<file path="config.mk">
export PLATFORM = sky130hd
export DESIGN_NAME = irq_pending_ctrl_flat
export DESIGN_NICKNAME = d
export VERILOG_FILES = /design/src/rtl/irq_pending_ctrl_pkg.sv /design/src/rtl/irq_pending_ctrl_if.sv /design/src/rtl/prio_enc1_4to2.sv /design/src/rtl/irq_pending_ctrl.sv /design/src/flat_wrapper.sv
export SDC_FILE = /design/constraint.sdc
export NUM_CORES = 1
export LEC_CHECK = 0
export ABC_AREA = 1
export CAP_MARGIN = 20
export CORE_MARGIN = 2
export CORE_UTILIZATION = 48
export CTS_BUF_LIST = sky130_fd_sc_hd__clkbuf_8 sky130_fd_sc_hd__clkbuf_16
export DETAILED_ROUTE_END_ITERATION = 7
export HOLD_SLACK_MARGIN = 0.08
export PLACE_DENSITY = 0.76
export SYNTH_ARGS = -nofsm -noshare
export SYNTH_HDL_FRONTEND = slang
export SYNTH_HIERARCHICAL = 1
export SYNTH_SLANG_ARGS = --single-unit
</file>
<file path="constraint.sdc">
create_clock -name clk -period 1.4 [get_ports clk]
set_clock_uncertainty 0.15 [all_clocks]
set_input_delay 0.21 -clock clk [delete_from_list [all_inputs] [get_ports clk]]
set_output_delay 0.21 -clock clk [all_outputs]
set_load 0.1 [all_outputs]
</file>
<file path="src/rtl/irq_pending_ctrl_pkg.sv">
// Shared definitions for the interrupt pending controller: sizes, FSM states and helpers.
package irq_pending_ctrl_pkg;

  localparam int unsigned NReq = 4;
  localparam int unsigned IdW  = 2;

  typedef enum logic [0:0] {
    StIdle    = 1'b0,
    StPresent = 1'b1
  } irq_state_e;

  function automatic logic [NReq-1:0] id_onehot(input logic [IdW-1:0] id);
    return NReq'(1) << id;
  endfunction

endpackage

</file>
<file path="src/rtl/irq_pending_ctrl_if.sv">
// Valid/ready handshake carrying the winning request index to its consumer.
interface irq_pending_ctrl_if;

  logic                                    irq_valid;
  logic [irq_pending_ctrl_pkg::IdW-1:0]    irq_id;
  logic                                    irq_ready;

  modport master (
    output irq_valid,
    output irq_id,
    input  irq_ready
  );

  modport slave (
    input  irq_valid,
    input  irq_id,
    output irq_ready
  );

endinterface

</file>
<file path="src/rtl/prio_enc1_4to2.sv">
// 4-to-2 priority encoder: highest set bit of d_i wins, v_o flags any bit set.
module prio_enc1_4to2
  import irq_pending_ctrl_pkg::*;
(
  input  logic [NReq-1:0] d_i,
  output logic [IdW-1:0]  q_o,
  output logic            v_o
);

  always_comb begin
    q_o = '0;
    v_o = |d_i;
    if (d_i[3]) begin
      q_o = 2'd3;
    end else if (d_i[2]) begin
      q_o = 2'd2;
    end else if (d_i[1]) begin
      q_o = 2'd1;
    end else begin
      q_o = 2'd0;
    end
  end

endmodule

</file>
<file path="src/rtl/irq_pending_ctrl.sv">
// Synchronises request lines, latches rising edges as sticky pending bits and presents the
// highest-priority one over a valid/ready handshake. IRQ_MASK_EN adds a per-line mask input.
module irq_pending_ctrl
  import irq_pending_ctrl_pkg::*;
(
  input  logic                clk,
  input  logic                rst_n,
  input  logic [NReq-1:0]     req_i,
`ifdef IRQ_MASK_EN
  input  logic [NReq-1:0]     irq_mask_i,
`endif
  output logic [NReq-1:0]     pending_o,
  output logic                lost_o,
  irq_pending_ctrl_if.master  irq_if
);

  logic [NReq-1:0] s1_q, s2_q, s3_q;
  logic [NReq-1:0] pending_q, pending_d;
  logic            lost_q, lost_d;
  irq_state_e      state_q, state_d;
  logic [IdW-1:0]  id_q, id_d;

  logic [NReq-1:0] req_edge;
  logic [NReq-1:0] clear;
  logic [NReq-1:0] eligible;
  logic [IdW-1:0]  enc_q;
  logic            enc_v;
  logic            valid;
  logic            accept;

  assign valid    = (state_q == StPresent);
  assign accept   = valid & irq_if.irq_ready;
  assign req_edge = s2_q & ~s3_q;
  assign clear    = accept ? id_onehot(id_q) : '0;

`ifdef IRQ_MASK_EN
  assign eligible = pending_q & ~irq_mask_i;
`else
  assign eligible = pending_q;
`endif

  prio_enc1_4to2 u_enc (
    .d_i (eligible),
    .q_o (enc_q),
    .v_o (enc_v)
  );

  // Set is applied after clear so a fresh edge survives a same-cycle accept.
  always_comb begin
    pending_d = (pending_q & ~clear) | req_edge;
    lost_d    = |(req_edge & pending_q & ~clear);
  end

  always_comb begin
    state_d = state_q;
    id_d    = id_q;
    unique case (state_q)
      StIdle: begin
        if (enc_v) begin
          state_d = StPresent;
          id_d    = enc_q;
        end
      end
      StPresent: begin
        if (accept) begin
          state_d = StIdle;
        end
      end
      default: state_d = StIdle;
    endcase
  end

  always_ff @(posedge clk) begin
    if (!rst_n) begin
      s1_q      <= '0;
      s2_q      <= '0;
      s3_q      <= '0;
      pending_q <= '0;
      lost_q    <= 1'b0;
      state_q   <= StIdle;
      id_q      <= '0;
    end else begin
      s1_q      <= req_i;
      s2_q      <= s1_q;
      s3_q      <= s2_q;
      pending_q <= pending_d;
      lost_q    <= lost_d;
      state_q   <= state_d;
      id_q      <= id_d;
    end
  end

  assign irq_if.irq_valid = valid;
  assign irq_if.irq_id    = id_q;
  assign pending_o        = pending_q;
  assign lost_o           = lost_q;

endmodule
</file>
<file path="src/flat_wrapper.sv">
// flat-port wrapper written by rule: the top's interface ports become plain ports
module irq_pending_ctrl_flat import irq_pending_ctrl_pkg::*;
  (clk, rst_n, req_i, pending_o, lost_o, irq_if_irq_valid, irq_if_irq_id, irq_if_irq_ready);
  irq_pending_ctrl_if irq_if_i ();
  input  logic clk;
  input  logic rst_n;
  input  logic [NReq-1:0] req_i;
  output logic [NReq-1:0] pending_o;
  output logic lost_o;
  output wire logic [$bits(irq_if_i.irq_valid)-1:0] irq_if_irq_valid;
  output wire logic [$bits(irq_if_i.irq_id)-1:0] irq_if_irq_id;
  input wire logic [$bits(irq_if_i.irq_ready)-1:0] irq_if_irq_ready;
  assign irq_if_irq_valid = irq_if_i.irq_valid;
  assign irq_if_irq_id = irq_if_i.irq_id;
  assign irq_if_i.irq_ready = irq_if_irq_ready;
  irq_pending_ctrl u_core (.clk(clk), .rst_n(rst_n), .req_i(req_i), .pending_o(pending_o), .lost_o(lost_o), .irq_if(irq_if_i));
endmodule
</file>
==> Flow_metrics.wiki, run 1 <==
{| class="wikitable"
! Metric !! Value
|-
| Result of the run || finished clean
|-
| Synthesis-to-finish area growth || 44.8%
|-
| Count of input and output buffers || 14
|-
| Count of unresolved DRC violations after routing || 0
|-
| Period Utilization, post-route || a little under nine tenths
|-
| Ranking of synthesized cells by area || dfxtp_1, nand2_1, inv_1
|-
| Number of iterations in the first detailed-routing pass || 4
|-
| Most frequent cells in the layout || nand2_1, inv_1, nor2_1, dfxtp_1, buf_12
|-
| Critical path endpoint || irq_if_irq_id[1]
|-
| Net switching component of the power || about 420 uW
|-
| Share of layout cells above drive strength 1 || 19.2%
|-
| Leakage power || 0.550 nW
|-
| Highest attainable clock frequency || 0.836 GHz
|-
| Antenna violations before repair || 0
|-
| Crit Reg-Reg Startpoint || u_core/pending_o[1]
|-
| Latest clock arrival within the worst-skew pair || 250 ps
|-
| Synthesized-area fraction occupied by ao, oa, aoi and oai cells || under 10%
|-
| Count of buffers added by post-CTS timing repair for setup || 0
|-
| Setup slack, reg-to-reg || between 200 and 250 ps
|-
| Synthesized net count || about 110
|-
| Remaining max-slew budget at the tightest pin || between 80% and 90%
|-
| Die area || between 1500 and 2000 sq um
|-
| Post-Synth XOR/XNOR Area || 0%
|-
| CTS tree || yes
|-
| Total via count after detailed routing || 644
|-
| Share of synthesized area occupied by flip-flops and latches || between 50% and 60%
|-
| Multiplexer share of the synthesized area || 0%
|-
| Ordered list of cells on the worst path || buf_12
|-
| Switching power share of the total || ~28%
|-
| Post-synthesis average cell area || 6.99 sq um
|-
| Peak VDD IR || a little under 900 uV
|-
| Crit path largest cell delay || approximately 400 ps
|-
| Post-synthesis share of cell area spent on full adders, half adders and majority gates || 0%
|-
| Post-synthesis instance area || about 750 sq um
|-
| CTS H-Tree Depth || 1
|-
| Critical-path cell with the highest stage delay || dfxtp_2
|-
| Setup violators final || 0
|-
| Most area-hungry cell type in the Yosys netlist || dfxtp_1
|-
| Fraction of post-synthesis cell area in the top cell type by area || between 50% and 60%
|-
| HPWL after DPL || approximately 930 um
|-
| Final Power || between 1.5 and 2 mW
|-
| Number of buffers inserted by hold repair at cts || 0
|-
| Number of nets still failing antenna checks after routing || 0
|-
| Sinks on the clock net || 20
|-
| Buffering stage count on the worst path with inverters included || 1
|-
| Vias in the first global route || about 540
|-
| Wire length after detailed routing || 1210 um
|-
| Total non-filler cell area in the finished layout || between 1000 and 1500 sq um
|-
| Maximum clock path buffer count || 2
|-
| Die Wd || 43.5 um
|-
| Synth Instances || between 100 and 150
|-
| Most common cell after layout, fill and taps aside || nand2_1
|-
| Setup repair after global routing missed its margin || no
|-
| Largest family of logic cells by synthesized area || simple AND/OR/NAND/NOR gates
|-
| GRT Util Overall || 14.2%
|-
| Crit Path Max Fanout || 6
|-
| Hold Violations, Final || 0
|-
| Wire length of the first global-routing pass || 1980 um
|-
| Antenna fix cells || 0
|-
| Per-cell via count in the routed design || 4.57
|-
| Max Cap Viol || 0
|-
| Power density cells || 1400 nW/um^2
|-
| CP required || around 1000 ps
|-
| Worst Max-Slew Pin Slew || 181 ps
|-
| Kind of capture point of the worst setup path || output pin
|-
| Critical path origin || u_core/irq_if.irq_id[1]
|-
| Die Y-Extent || 43.5 um
|-
| Post_cts resized || 0
|-
| CTS root buffer || clkbuf_8
|-
| Pins Over Slew Limit || 0
|-
| Total congestion overflow after global routing || 0
|-
| Clock input transition at the sequential cells of the worst setup and hold paths || 70 ps
|-
| Time the worst path needs with I/O delays and setup || ~1200 ps
|-
| Initial detailed-routing violation count || 11
|-
| Total number of cells along the worst setup path || 1
|-
| Floorplan row count || 14
|-
| Launching element type of the critical path || register
|-
| Placed cell areas || about 1000 sq um
|-
| Library cells used by synthesis || 11
|-
| Reg2Reg Depth || 7
|-
| Internal power of the cells || 1.10 mW
|-
| Total core area || 1490 sq um
|-
| Count of boundary I/O pins || 15
|-
| Final Wtd Congestion || between 0.8 and 0.9
|-
| Initial standard-cell utilization of the core || 50.3%
|-
| Total CTS buffers || 3
|-
| Final Worst Setup Slack || approximately 200 ps
|-
| Hold Crit Depth || 2
|-
| Simple logic cell fraction of the synthesized area || roughly 26%
|-
| Worst hold slack || around 270 ps
|-
| WL per Instance || 8.56 um
|-
| Kind of critical path || reg -> out
|-
| Synth Register Bits || 20
|-
| Cell family with most CP delay || flip-flops
|-
| Comb power frac || 20.9%
|-
| Part of the power in the clock network || 36.9%
|-
| Warning count from the yosys run || 6
|-
| Number of nets in the finished design || approximately 130
|-
| Pin count of the biggest net entering global routing || 13
|-
| Part of the power in registers || between 40% and 50%
|-
| End of the worst register-to-register path || u_core/irq_if.irq_id[0]
|-
| Minimum setup slack after placement || -17.3 ps
|-
| Worst hold-check path type || reg -> reg
|-
| Arrival time of the worst setup path || roughly 840 ps
|}
[worst min-delay path by stage]
stage              startpoint        endpoint  slack [ps]
3_3_place_gp   u_core/s1_q[1]  u_core/s2_q[1]         240
3_5_place_dp   u_core/s1_q[3]  u_core/s2_q[3]         250
4_1_cts        u_core/s1_q[3]  u_core/s2_q[3]         270
5_1_grt        u_core/s1_q[1]  u_core/s2_q[1]         290
2_1_floorplan        req_i[0]  u_core/s1_q[0]         150
6_report       u_core/s1_q[3]  u_core/s2_q[3]         270
[power groups by stage]
| stage | clock network, mW | registers, mW | logic [mW] |
|---|---|---|---|
| floorplan | 0 | 0.777 | 0.0690 |
| global placement | 0 | 0.652 | 0.314 |
| detailed placement | 0 | 0.654 | 0.318 |
| CTS | 0.578 | 0.640 | 0.319 |
| global route | 0.594 | 0.645 | 0.337 |
| finish | 0.561 | 0.640 | 0.318 |
[through the flow]
stage / util (%) / instances / setup TNS, ps
after global placement: 68.0 / 137 / 0
after global routing: 72.8 / 141 / 0
after floorplan: - / 107 / 0
final: 72.8 / 141 / 0
after detailed placement: 68.0 / 137 / -17.3
after CTS: 72.8 / 141 / 0
[layer usage]
| metal | share of wire [%] | vias up | track usage [%] |
|---|---|---|---|
| met2 | 51 | 20 | 25.4 |
| met5 | 0 | - | 0 |
| met4 | 0.66 | 0 | 10.9 |
| met1 | 43 | 284 | 14.6 |
| li1 | - | 338 | - |
| met3 | 4.6 | 2 | 2.50 |
[area by class of cell]
class                           instances  area (sq um)
Inverter                               29           109
Clock inverter                          1          30.0
Fill cell                             105           405
Clock buffer                            3          41.3
Multi-Input combinational cell         57           234
Tap cell                               16          20.0
Sequential cell                        20           422
Timing Repair Buffer                   15           228
[registers in the layout, indices dropped and copies added, names as in the netlist]
name / cells
u_core/irq_if.irq_id: 2
u_core/lost_o: 1
u_core/s1_q: 4
u_core/s3_q: 4
u_core/pending_o: 4
u_core/s2_q: 4
u_core/irq_if.irq_valid: 1
[cells in the mapped netlist, drive strengths merged]
library cell   n
nand2         34
inv           29
dfxtp         20
nor2          14
a21oi          5
o21ai          3
buf            1
nand4          1
[logic make-up (layout without fill, tap and decap cells)]
kind of cell | Yosys count | in the layout
simple gates | 49 | 49
compound gates | 8 | 8
flops | 20 | 20
buf+inv | 30 | 48
No activity file was read; power rests on OpenSTA's default activity.
==> run 2: changes to the inputs <==
Clock period 1.4 ns to 1.35 ns, I/O delays scaled along.
==> Flow_metrics.wiki, run 2 (synthesis gave the netlist of run 1 again) <==
{| class="wikitable"
! Metric !! Value
|-
| Total CTS buffers || 3
|-
| Hold Startpoint || u_core/s1_q[2]
|-
| Highest attainable clock frequency || 0.818 GHz
|-
| Final Worst Setup Slack || 128 ps
|-
| Launching element type of the critical path || register
|-
| Setup slack, reg-to-reg || about 130 ps
|-
| Die area || around 1900 sq um
|-
| Reg2Reg Depth || 7
|-
| Number of buffers inserted by hold repair at cts || 0
|-
| Sinks on the clock net || 20
|-
| Latest clock arrival within the worst-skew pair || ~250 ps
|-
| Cell count after placement || between 100 and 150
|-
| HPWL after DPL || 981 um
|-
| Part of the power in the clock network || 33.7%
|-
| Minimum setup slack after placement || -74.9 ps
|-
| Pin count of the biggest net entering global routing || 13
|-
| Share of layout cells above drive strength 1 || between 20% and 30%
|-
| Kind of critical path || reg -> reg
|-
| Maximum clock path buffer count || 2
|-
| Most common cell after layout, fill and taps aside || nand2_1
|-
| Per-cell via count in the routed design || roughly 4.7
|-
| Most frequent cells in the layout || nand2_1, inv_1, dfxtp_1, nor2_1, buf_12
|-
| Number of nets in the finished design || 133
|-
| End of the worst register-to-register path || u_core/irq_if.irq_id[0]
|-
| Vias in the first global route || ~550
|-
| Initial detailed-routing violation count || 11
|-
| GRT Util Overall || between 15 and 20%
|-
| Die Y-Extent || 43.5 um
|-
| Crit Reg-Reg Startpoint || u_core/pending_o[1]
|-
| Remaining max-slew budget at the tightest pin || 86.8%
|-
| Initial standard-cell utilization of the core || between 50% and 60%
|-
| Final Wtd Congestion || a little over 0.8
|-
| Wire length after detailed routing || approximately 1300 um
|-
| Floorplan row count || 14
|-
| Number of nets still failing antenna checks after routing || 0
|-
| Sum of negative setup slack || 0 ps
|-
| Max Cap Viol || 0
|-
| Power density cells || 1390 nW/um^2
|-
| Post-route insts no fill || 141
|-
| CTS H-Tree Depth || 1
|-
| Count of buffers added by post-CTS timing repair for setup || 0
|-
| Hold Violations, Final || 0
|-
| Total via count after detailed routing || 656
|-
| Worst hold-check path type || reg -> reg
|-
| CP required || 1340 ps
|-
| Setup violators final || 0
|-
| Kind of capture point of the worst setup path || register
|-
| WL per Instance || 9.01 um
|-
| Placed cell areas || ~1000 sq um
|-
| Period Utilization, post-route || about nine tenths
|-
| Leakage power || 0.549 nW
|-
| Final Power || 1.51 mW
|-
| End of the worst hold path || u_core/s2_q[2]
|-
| Number of fill cells in the layout || approximately 100
|-
| Antenna violations before repair || 0
|-
| Comb power frac || 22.2%
|-
| Worst hold slack || between 200 and 300 ps
|-
| Switching power share of the total || between 20 and 30%
|-
| Pins Over Slew Limit || 0
|-
| Total core area || around 1500 sq um
|-
| Internal power of the cells || approximately 1.1 mW
|-
| Crit Path Max Fanout || 5
|-
| Time the worst path needs with I/O delays and setup || roughly 1200 ps
|-
| Peak VDD IR || 883 uV
|-
| CTS root buffer || clkbuf_8
|-
| CTS tree || yes
|-
| Net switching component of the power || about 440 uW
|-
| Utilization after layout || 72.9%
|-
| Number of iterations in the first detailed-routing pass || 5
|-
| Wire length of the first global-routing pass || 2140 um
|-
| Total congestion overflow after global routing || 0
|-
| Die Wd || 43.5 um
|-
| Clock input transition at the sequential cells of the worst setup and hold paths || 70 ps
|-
| Part of the power in registers || between 40% and 50%
|-
| Count of input and output buffers || 14
|-
| Total non-filler cell area in the finished layout || ~1100 sq um
|-
| Synthesis-to-finish area growth || 45.2%
|-
| Arrival time of the worst setup path || 1220 ps
|-
| Worst Max-Slew Pin Slew || between 150 and 200 ps
|-
| Hold Crit Depth || 2
|-
| Result of the run || finished clean
|-
| Antenna fix cells || 0
|-
| Count of unresolved DRC violations after routing || 0
|-
| Count of boundary I/O pins || 15
|}
## run 2: cell count changes in the layout (fill, tap and decap cells not counted)
cell and delta:
bufinv_16 -1, clkbuf_16 +1, dfxtp_2 -2, dfxtp_4 +2, nor2_1 -1, nor2_2 +1
## run 2: repair_timing
action	in CTS	in global routing
hold endpoints to repair	0	0
gates resized for setup	0	1
setup endpoints to repair	0	1
## run 2: metal layers
| layer | up-vias | wire length, um | track usage (%) |
|---|---|---|---|
| met5 | - | 0 | 0 |
| met4 | 0 | 47 | 10.9 |
| met3 | 8 | 58 | 2.50 |
| met2 | 25 | 604 | 24.5 |
| met1 | 283 | 560 | 18.4 |
| li1 | 340 | - | - |
## run 2: power groups by stage
stage / clock, mW / combinational [mW] / sequential, mW
finish: 0.510 / 0.335 / 0.666
global route: 0.542 / 0.356 / 0.671
CTS: 0.527 / 0.332 / 0.665
detailed placement: 0 / 0.332 / 0.679
global placement: 0 / 0.327 / 0.677
floorplan: 0 / 0.0715 / 0.807
## run 2: how the worst max path moves through the flow
stage	from	endpoint	slack, ps	cells after the start
2_1_floorplan	u_core/pending_o[1]	u_core/irq_if.irq_id[0]	30	7
3_3_place_gp	irq_if_irq_ready	u_core/lost_o	-40	8
3_5_place_dp	irq_if_irq_ready	u_core/lost_o	-70	8
4_1_cts	u_core/pending_o[1]	u_core/irq_if.irq_id[0]	110	7
5_1_grt	u_core/pending_o[1]	u_core/irq_if.irq_id[0]	-6	7
6_report	u_core/pending_o[1]	u_core/irq_if.irq_id[0]	130	7
## run 2: critical path, cell delays in order, from the launching register on
cell and delay (ps):
dfxtp_4 380, nor2_1 60, nand2_1 80, inv_1 50, nor2_2 90, inv_1 70, o21ai_0 160, a21oi_1 60
## run 2: cell type report
type	instances	area, sq um	share of cell area [%]
clock buffers	4	66.3	6.11
inverters	29	109	10.0
multi-input cells	57	236	21.8
flip-flops and latches	20	427	39.3
well taps	16	20.0	1.84
repair buffers	15	228	21.0
